## src/rtl/axi4_s2mm_burst_writer.sv

```systemverilog
// AXI4-Stream to AXI4 memory-mapped burst writer; keeps one burst outstanding at a time.
// Define S2MM_BOUNDARY_4K_EN to also split bursts so none crosses a 4 KiB address boundary.
module axi4_s2mm_burst_writer #(
  parameter int C_AXI_DATA_WIDTH = 32,
  parameter int C_AXI_ADDR_WIDTH = 32,
  parameter int C_AXI_ID_WIDTH   = 1,
  parameter int C_MAX_BURST_LEN  = 16,
  parameter int C_LEN_WIDTH      = 16
) (
  input  logic                          aclk,
  input  logic                          arstn,

  input  logic                          start,
  input  logic [C_AXI_ADDR_WIDTH-1:0]   base_addr,
  input  logic [C_LEN_WIDTH-1:0]        num_beats,
  output logic                          busy,
  output logic                          done,
  output logic                          error,

  input  logic [C_AXI_DATA_WIDTH-1:0]   s_axis_tdata,
  input  logic                          s_axis_tvalid,
  output logic                          s_axis_tready,

  output logic [C_AXI_ID_WIDTH-1:0]     m_axi_awid,
  output logic [C_AXI_ADDR_WIDTH-1:0]   m_axi_awaddr,
  output logic [7:0]                    m_axi_awlen,
  output logic [2:0]                    m_axi_awsize,
  output logic [1:0]                    m_axi_awburst,
  output logic                          m_axi_awvalid,
  input  logic                          m_axi_awready,

  output logic [C_AXI_DATA_WIDTH-1:0]   m_axi_wdata,
  output logic [C_AXI_DATA_WIDTH/8-1:0] m_axi_wstrb,
  output logic                          m_axi_wlast,
  output logic                          m_axi_wvalid,
  input  logic                          m_axi_wready,

  input  logic [C_AXI_ID_WIDTH-1:0]     m_axi_bid,
  input  logic [1:0]                    m_axi_bresp,
  input  logic                          m_axi_bvalid,
  output logic                          m_axi_bready,

  output logic                          m_axi_arvalid,
  output logic                          m_axi_rready
);

  localparam int BYTES  = C_AXI_DATA_WIDTH / 8;
  localparam int AXSIZE = $clog2(BYTES);

  typedef enum logic [2:0] {
    S_IDLE,
    S_ADDR,
    S_DATA,
    S_RESP,
    S_DONE
  } state_t;

  state_t                      state;
  logic [C_AXI_ADDR_WIDTH-1:0] addr;
  logic [C_LEN_WIDTH-1:0]      remaining;
  logic [8:0]                  burst_len;
  logic [8:0]                  beat;

  logic                        in_data;
  logic                        last_beat;
  logic                        w_hs;
  logic [C_AXI_ADDR_WIDTH-1:0] next_addr;
  logic [C_LEN_WIDTH-1:0]      next_rem;
  logic [8:0]                  start_len;
  logic [8:0]                  next_len;
  logic                        unused_bid;

  function automatic logic [8:0] clamp_max(input logic [C_LEN_WIDTH-1:0] rem);
    clamp_max = (32'(rem) > 32'(C_MAX_BURST_LEN)) ? 9'(C_MAX_BURST_LEN) : 9'(rem);
  endfunction

`ifdef S2MM_BOUNDARY_4K_EN
  // Beats left before the next 4 KiB page, assuming beat-aligned addresses.
  function automatic logic [8:0] clamp_4k(input logic [8:0] len, input logic [11:0] offset);
    logic [12:0] to_4k;
    to_4k    = (13'd4096 - {1'b0, offset}) >> AXSIZE;
    clamp_4k = (to_4k < {4'b0000, len}) ? to_4k[8:0] : len;
  endfunction

  assign start_len = clamp_4k(clamp_max(num_beats), base_addr[11:0]);
  assign next_len  = clamp_4k(clamp_max(next_rem), next_addr[11:0]);
`else
  assign start_len = clamp_max(num_beats);
  assign next_len  = clamp_max(next_rem);
`endif

  assign next_addr = addr + (C_AXI_ADDR_WIDTH'(burst_len) << AXSIZE);
  assign next_rem  = remaining - C_LEN_WIDTH'(burst_len);

  assign in_data   = (state == S_DATA);
  assign last_beat = (beat == burst_len - 9'd1);
  assign w_hs      = in_data & s_axis_tvalid & m_axi_wready;

  // Write channel is a straight pass-through of the stream while a burst is in DATA.
  assign m_axi_wvalid  = in_data & s_axis_tvalid;
  assign s_axis_tready = in_data & m_axi_wready;
  assign m_axi_wdata   = in_data ? s_axis_tdata : '0;
  assign m_axi_wstrb   = in_data ? '1 : '0;
  assign m_axi_wlast   = in_data & last_beat;

  assign m_axi_awid    = '0;
  assign m_axi_awaddr  = addr;
  assign m_axi_awsize  = 3'(AXSIZE);
  assign m_axi_awburst = 2'b01;
  assign m_axi_arvalid = 1'b0;
  assign m_axi_rready  = 1'b0;
  assign unused_bid    = ^m_axi_bid;

  always_ff @(posedge aclk or negedge arstn) begin
    if (!arstn) begin
      state         <= S_IDLE;
      busy          <= 1'b0;
      done          <= 1'b0;
      error         <= 1'b0;
      m_axi_awvalid <= 1'b0;
      m_axi_bready  <= 1'b0;
      m_axi_awlen   <= 8'd0;
      addr          <= '0;
      remaining     <= '0;
      burst_len     <= 9'd0;
      beat          <= 9'd0;
    end else begin
      case (state)
        S_IDLE: begin
          done <= 1'b0;
          if (start) begin
            if (num_beats == '0) begin
              done <= 1'b1;
            end else begin
              addr          <= base_addr;
              remaining     <= num_beats;
              burst_len     <= start_len;
              m_axi_awlen   <= 8'(start_len - 9'd1);
              m_axi_awvalid <= 1'b1;
              busy          <= 1'b1;
              error         <= 1'b0;
              state         <= S_ADDR;
            end
          end
        end
        S_ADDR: begin
          if (m_axi_awready) begin
            m_axi_awvalid <= 1'b0;
            beat          <= 9'd0;
            state         <= S_DATA;
          end
        end
        S_DATA: begin
          if (w_hs) begin
            if (last_beat) begin
              m_axi_bready <= 1'b1;
              state        <= S_RESP;
            end else begin
              beat <= beat + 9'd1;
            end
          end
        end
        // A failed response is recorded but the transfer still runs to completion.
        S_RESP: begin
          if (m_axi_bvalid) begin
            m_axi_bready <= 1'b0;
            if (m_axi_bresp != 2'b00) error <= 1'b1;
            addr      <= next_addr;
            remaining <= next_rem;
            if (next_rem == '0) begin
              done  <= 1'b1;
              state <= S_DONE;
            end else begin
              burst_len     <= next_len;
              m_axi_awlen   <= 8'(next_len - 9'd1);
              m_axi_awvalid <= 1'b1;
              state         <= S_ADDR;
            end
          end
        end
        S_DONE: begin
          done  <= 1'b0;
          busy  <= 1'b0;
          state <= S_IDLE;
        end
        default: state <= S_IDLE;
      endcase
    end
  end

endmodule

```

## config.mk

```make
export PLATFORM = sky130hd
export DESIGN_NAME = axi4_s2mm_burst_writer
export DESIGN_NICKNAME = d
export VERILOG_FILES = /design/src/rtl/axi4_s2mm_burst_writer.sv
export SDC_FILE = /design/constraint.sdc
export NUM_CORES = 1
export LEC_CHECK = 0
export CAP_MARGIN = 0
export CORE_ASPECT_RATIO = 1.1
export CORE_MARGIN = 5
export CORE_UTILIZATION = 30
export CTS_CLUSTER_DIAMETER = 80
export DETAILED_ROUTE_END_ITERATION = 10
export DONT_BUFFER_PORTS = 1
export MAX_ROUTING_LAYER = met4
export PLACE_DENSITY_LB_ADDON = 0.12
export SETUP_SLACK_MARGIN = 0.1
export SLEW_MARGIN = 10
export SYNTH_ARGS = -nofsm -noshare
export SYNTH_HDL_FRONTEND = slang
export SYNTH_SLANG_ARGS = --single-unit
```

## constraint.sdc

```tcl
create_clock -name aclk -period 5.7 [get_ports aclk]
set_input_delay 0.285 -clock aclk [delete_from_list [all_inputs] [get_ports aclk]]
set_output_delay 0.285 -clock aclk [all_outputs]
set_load 0.03 [all_outputs]
```

==> flow_metrics.tcl, run 1 <==
set metrics [dict create \
    cts_htree_levels 3 \
    floorplan.rows 53 \
    firstDrtPassIters 5 \
    status "completed" \
    timing.final.hold_violations 0 \
    post_cts_buffers 0 \
    initial_utilization 0.303 \
    grt_antenna_before_repair 1 \
    max-clock-path-buffers 2 \
    pwr_density_cell_nw_per_um2 605 \
    crit_type "flip-flop to flip-flop" \
    worstPathCellList "ha_1, fa_1, and2b_4, o211ai_4, o21a_1, and2_4, o32a_4, or4_4, nor2_1, a21oi_1, ha_1, xor2_1, mux2_1" \
    grt.met1_usage 0.201 \
    synthesis.instances 688 \
    async_reset_ff_frac 1.00 \
    grt_pass1_vias 5106 \
    timing.critical_path.mode_cell "ha_1" \
    worst_hold_startpoint "base_addr[1]" \
    report.final.slew_viol_count 0 \
    cts_tree "built" \
    worst-endpoint-required_ns 5.94 \
    place.gp.congestion 0.901 \
    finalCritPeriodShare 0.694 \
    synth_largest_type_area_fraction 0.356 \
    global_route.usage.met3 0.0449 \
    setup_viol_count_final 0 \
    post_route_cells_drive_above_1_share 0.0791 \
    cp_startpoint "burst_len[0]$_DFFE_PN0P_" \
    final_period_minus_worst_setup_slack_ns 3.96 \
    dp_slack_ns 1.79 \
    power.leakage_nw 2.67 \
    max_slew.worst_pin.slew_ns 1.18 \
    io-pin-count 182 \
    ys_seq_elements 82 \
    num-nets-final 778 \
    final_critical_path_setup_slack_ns 1.74 \
    timing.fmax_mhz 253 \
    fp.dieH_um 155 \
    dr_total_vias 5080 \
    place.port_buffers 0 \
    global_route_wire_length_before_repair_um 28800 \
    worst_endpoint_data_arrival_time_ns 4.19 \
    synth_area_leader_cell "dfrtp_1" \
    global_route.overflow_total 0 \
    regToRegSetupSlack_ns 1.74 \
    vdd_ir_drop_max_v 0.000193 \
    postCtsResizedCells 0 \
    clockRootBuffer "clkbuf_16" \
    synthesis.yosys.warnings 0 \
    grt-busiest-layer "met2" \
    tns_ns 0 \
    grtUsageMet2 0.287 \
    cts_buffers 9 \
    timing.hold.worst.class "input pin to flip-flop" \
    grt_setup_unrepaired "no" \
    insertion_delay_ns 0.36 \
    drt_drc_violations_left 0 \
    area_growth_syn_to_layout_pct 8.58 \
    leading_cell_type_by_number_of_instances_after_synthesis "dfrtp_1" \
    clock_skew_ns 0.0140 \
    timing.critical_path.slowest_stage_cell "or4_4" \
    post_synth_most_frequent_cells "dfrtp_1 (82), nor2_1 (74), nand2_1 (67)" \
    grt_util_all_layers 0.172 \
    layout.cells.non_filler 919 \
    final_core_util 0.329 \
    dr.first_iter.drc_count 302 \
    startpoint_type "flip-flop" \
    endpoint_kind "flip-flop" \
    mappedNetlistArea_um2 5770 \
    synth_seq_area_share 0.356 \
    die_area_um2 22100 \
    dpl.cell_count 899 \
    die_width_um 142 \
    slowest_delay_ns 0.60 \
    path_clk_slew_ns 0.08 \
    postSynthAreaPerCell_um2 8.39 \
    timing.critical_path.fanout_max 8 \
    tritoncts_num_sinks 82 \
    cap_viol_max_count 0 \
    reg2reg_from "burst_len[0]$_DFFE_PN0P_" \
    synthDistinctLibCells 77 \
    core-area_um2 19000 \
    antenna_left 0 \
    vias_per_cell 5.53 \
    hold-worst-slack_ns 0.0283 \
    grt_max_degree 83 \
    wl_per_cell_um 20.3 \
    synthFlopType "dfrtp_1" \
    slew_headroom 0.211 \
    drt-total-wl_um 18700 \
    synth.area.top_cells "dfrtp_1 (36%), nor2_1 (4.8%), ha_1 (4.6%)" \
    synth_edf_count 0 \
    dp_hpwl_um 13800 \
]
-- cell type report --
type                    instances  area (um2)
fillers                      1994       12800
multi-input cells             538        3390
flip-flops and latches         82        2050
well taps                     247         309
clock buffers                   9         225
clock inverters                 7         105
inverters                      26        97.6
repair buffers                  8        82.6
diodes                          2        5.00
-- flip-flops by register name, summed over array words and instances (netlist names) --
register       count
state              3
burst_len          9
m_axi_bready       1
error              1
m_axi_awaddr      32
busy               1
done               1
remaining         16
m_axi_awvalid      1
m_axi_awlen        8
beat               9
-- worst paths after layout --
kind	to	cells past startpoint
setup reg to reg	m_axi_awlen[2]$_DFFE_PN0P_	13
hold / removal	m_axi_awaddr[1]$_DFFE_PN0P_	2
min in group asynchronous	remaining[6]$_DFFE_PN0P_	2
setup / recovery	m_axi_awlen[2]$_DFFE_PN0P_	13
hold reg to reg	remaining[3]$_DFFE_PN0P_	2
max in group asynchronous	m_axi_bready$_DFFE_PN0P_	2
-- metrics by stage --
step / instance area, um2 / total power [mW]
global placement: 5890 / 3.09
detailed placement: 5890 / 3.12
finish: 6270 / 3.79
floorplan: 5790 / 2.74
global route: 6260 / 4.07
CTS: 6260 / 3.82
-- kinds of logic (layout without fill, tap and decap cells) --
kind of cell	count (synthesis)	after routing	share of synthesized area
adder cells (fa/ha/maj)	23	23	0.0525
AND/OR/NAND/NOR	280	280	0.241
buffers and inverters	74	50	0.0620
XOR/XNOR	33	33	0.0514
other	2	10	0.00130
flip-flops	82	82	0.356
multiplexers	8	8	0.0156
AO/OA/AOI/OAI	186	186	0.220
-- layout by cell type (no fill, tap or decap), types with 4 or more instances in the layout --
cell / synthesis / final
a22oi_1: 5 / 5
conb_1: 2 / 8
o221a_2: 4 / 4
nand3_1: 22 / 22
xor2_1: 18 / 18
ha_1: 21 / 21
nor4_1: 7 / 7
and3_1: 41 / 41
o22ai_1: 6 / 6
a31oi_1: 10 / 10
and2_1: 4 / 4
a21o_1: 7 / 7
inv_1: 26 / 26
o21a_1: 6 / 6
nor2b_1: 8 / 8
nand4_1: 16 / 16
nor2_1: 74 / 73
clkbuf_16: 0 / 9
nand2b_1: 6 / 6
dfrtp_1: 82 / 82
nor3_1: 17 / 17
or3_1: 4 / 4
o211ai_1: 10 / 10
buf_4: 14 / 6
a221o_1: 4 / 4
nand2_1: 67 / 67
xnor2_1: 14 / 14
a211oi_1: 8 / 8
o21ai_1: 4 / 4
a21oi_1: 43 / 42
o21ai_0: 42 / 42
-- power breakdown --
group	internal (mW)	total [mW]	switching, mW	leakage [nW]
Combinational	0.656	1.81	1.16	1.51
Sequential	0.779	1.31	0.530	1.01
Clock	0.392	0.670	0.278	0.159
Total	1.83	3.79	1.96	2.67
-- critical path, delay by kind of cell, from the launching register on --
kind                       cells  cell delay [ns]
xor gates and xnor gates       1             0.16
adders and majority gates      3             0.94
and+or+nand+nor                4             1.17
AOI/OAI and AO/OA              4             0.78
DFF                            1             0.49
muxes                          1             0.30
-- layer usage --
layer	routed length (um)	vias to the layer above	share of wire
met2	9110	211	0.49
met5	0	-	0
met3	1450	31	0.077
li1	-	2428	-
met1	7740	2410	0.41
met4	398	0	0.021
-- timing repair --
item                       4_1_cts  5_1_grt
hold endpoints to repair        82        0
setup endpoints to repair        0        0
hold buffers                     2        0
Power figures use the tool's default switching activity.
==> run 2: changes to the inputs <==
==> constraint.sdc (replaced) <==
create_clock -name aclk -period 3.6 [get_ports aclk]
set_input_delay 0.18 -clock aclk [delete_from_list [all_inputs] [get_ports aclk]]
set_output_delay 0.18 -clock aclk [all_outputs]
set_load 0.03 [all_outputs]
==> flow_metrics.tcl, run 2 (synthesis gave the netlist of run 1 again) <==
set metrics [dict create \
    worst_hold_startpoint "num_beats[0]" \
    report.final.slew_viol_count 0 \
    die_width_um 142 \
    fp.dieH_um 155 \
    status "completed" \
    layout.cells.most_common_list "dfrtp_1 (81), nor2_1 (71), nand2_1 (67)" \
    crit_type "flip-flop to flip-flop" \
    largest_register_ffs 32 \
    clockRootBuffer "clkbuf_16" \
    worst-endpoint-required_ns 3.84 \
    post_dp_cell_area_um2 6150 \
    core-area_um2 19000 \
    regToRegSetupSlack_ns 0.12 \
    grt_pass1_vias 5267 \
    tns_ns 0 \
    initial_utilization 0.303 \
    max-clock-path-buffers 2 \
    reg2reg_from "burst_len[0]$_DFFE_PN0P_" \
    final_period_minus_worst_setup_slack_ns 3.48 \
    dr_total_vias 5363 \
    grt_antenna_before_repair 0 \
    clock_skew_ns 0.0115 \
    worst_endpoint_data_arrival_time_ns 3.71 \
    cts_buffers 9 \
    io-pin-count 182 \
    worstHoldEndpoint "remaining[0]$_DFFE_PN0P_" \
    pwr_density_cell_nw_per_um2 919 \
    cts_htree_levels 3 \
    vdd_ir_drop_max_v 0.000338 \
    area_growth_syn_to_layout_pct 19.6 \
    finalCritPeriodShare 0.965 \
    timing.final.hold_violations 0 \
    timing.critical_path.fanout_max 3 \
    firstDrtPassIters 4 \
    grt_setup_unrepaired "yes" \
    worst_r2r_endpoint "m_axi_awlen[6]$_DFFE_PN0P_" \
    die_area_um2 22100 \
    layout.area.seq_um2 2050 \
    antenna_left 0 \
    max_slew.worst_pin.slew_ns 1.16 \
    floorplan.rows 53 \
    n_fill_cell 1957 \
    tritoncts_num_sinks 82 \
    grt_util_all_layers 0.179 \
    drt_drc_violations_left 0 \
    path_clk_slew_ns 0.07 \
    post_route_cells_drive_above_1_share 0.150 \
    wl_per_cell_um 19.8 \
    area_taken_by_multi_input_logic_gates_um2 3480 \
    dp_hpwl_um 14500 \
    power.leakage_nw 2.98 \
    place.gp.congestion 0.884 \
    num-nets-final 848 \
    global_route_wire_length_before_repair_um 30300 \
    final_critical_path_setup_slack_ns 0.125 \
    timing.fmax_mhz 288 \
    endpoint_kind "flip-flop" \
    global_route.overflow_total 0 \
    timing.hold.worst_path_depth 2 \
    final_design_area_no_fill_um2 6910 \
    dp_slack_ns 0.0265 \
    grt_max_degree 83 \
    setup_viol_count_final 0 \
    insertion_delay_ns 0.35 \
    startpoint_type "flip-flop" \
    dr.first_iter.drc_count 259 \
    cts_tree "built" \
    drt-total-wl_um 19500 \
    cap_viol_max_count 0 \
    layout_commonest_cell "dfrtp_1" \
    reg2regPathDepth 13 \
    slew_headroom 0.224 \
    vias_per_cell 5.43 \
    timing.hold.worst.class "input pin to flip-flop" \
    hold-worst-slack_ns 0.0164 \
    place.port_buffers 0 \
]
-- run 2: changes by cell type in the layout (fill, tap and decap cells not counted), sizes merged --
cell	change
bufinv	-2
inv	-1
buf	+44
clkinvlp	+1
diode	-1
clkbuf	+1
dlygate4sd3	+26
clkinv	+1
-- run 2: stage by stage --
stage	util	std cells	total power, mW
final	0.363	988	6.34
after global routing	0.363	987	6.81
after CTS	0.358	983	6.27
after detailed placement	0.323	931	5.15
after global placement	0.323	931	5.11
after floorplan	-	694	4.36
-- run 2: how the worst max path moves through the flow --
stage                                       endpoint  depth (start not counted)  slack [ns]                     start
after detailed placement  m_axi_awlen[2]$_DFFE_PN0P_                         14        0.03  remaining[0]$_DFFE_PN0P_
after floorplan           m_axi_awlen[2]$_DFFE_PN0P_                         13        0.13  burst_len[0]$_DFFE_PN0P_
final                     m_axi_awlen[6]$_DFFE_PN0P_                         13        0.12  burst_len[0]$_DFFE_PN0P_
after global routing      m_axi_awlen[6]$_DFFE_PN0P_                         16      0.0003  remaining[0]$_DFFE_PN0P_
after global placement    m_axi_awlen[2]$_DFFE_PN0P_                         14        0.03  remaining[0]$_DFFE_PN0P_
after CTS                 m_axi_awlen[2]$_DFFE_PN0P_                         13        0.08  burst_len[0]$_DFFE_PN0P_
-- run 2: report_power, final --
| part | internal (mW) | leakage, nW | total [mW] | switching (mW) |
|---|---|---|---|---|
| registers | 1.24 | 1.01 | 2.00 | 0.767 |
| logic | 1.36 | 1.84 | 3.41 | 2.05 |
| clock network | 0.494 | 0.136 | 0.930 | 0.436 |
| total | 3.09 | 2.98 | 6.34 | 3.26 |
-- run 2: timing repair --
item	CTS	global route
endpoints found under the hold margin	108	0
hold buffers	28	0
endpoints found under the setup margin	3	14
pin swaps	11	12
buffers inserted	8	4
gates resized for setup	8	10
-- run 2: area by class of cell --
class,instances,area share
multi-input cells,538,0.504
flip-flops and latches,82,0.297
repair buffers,78,0.0980
well taps,247,0.0448
clock buffers,10,0.0346
inverters,26,0.0141
clock inverters,6,0.00670
diodes,1,0.000362
-- run 2: metal layers --
metal,GRT usage,part of all wire,vias up
met5,-,0,-
met4,0.0471,0.016,0
met3,0.0375,0.074,21
met2,0.293,0.48,213
met1,0.224,0.43,2551
li1,-,-,2578
-- run 2: worst max-delay path, cell delays in order, from the launching register on --
cell and delay [ns]:
dfrtp_2 0.43, ha_4 0.17, fa_2 0.33, buf_4 0.16
xor2_4 0.15, nand3_1 0.13, nand2b_1 0.18, a2111o_1 0.41
or4_4 0.59, buf_4 0.17, buf_4 0.13, o211ai_2 0.18
nor2_1 0.07, mux2_4 0.26
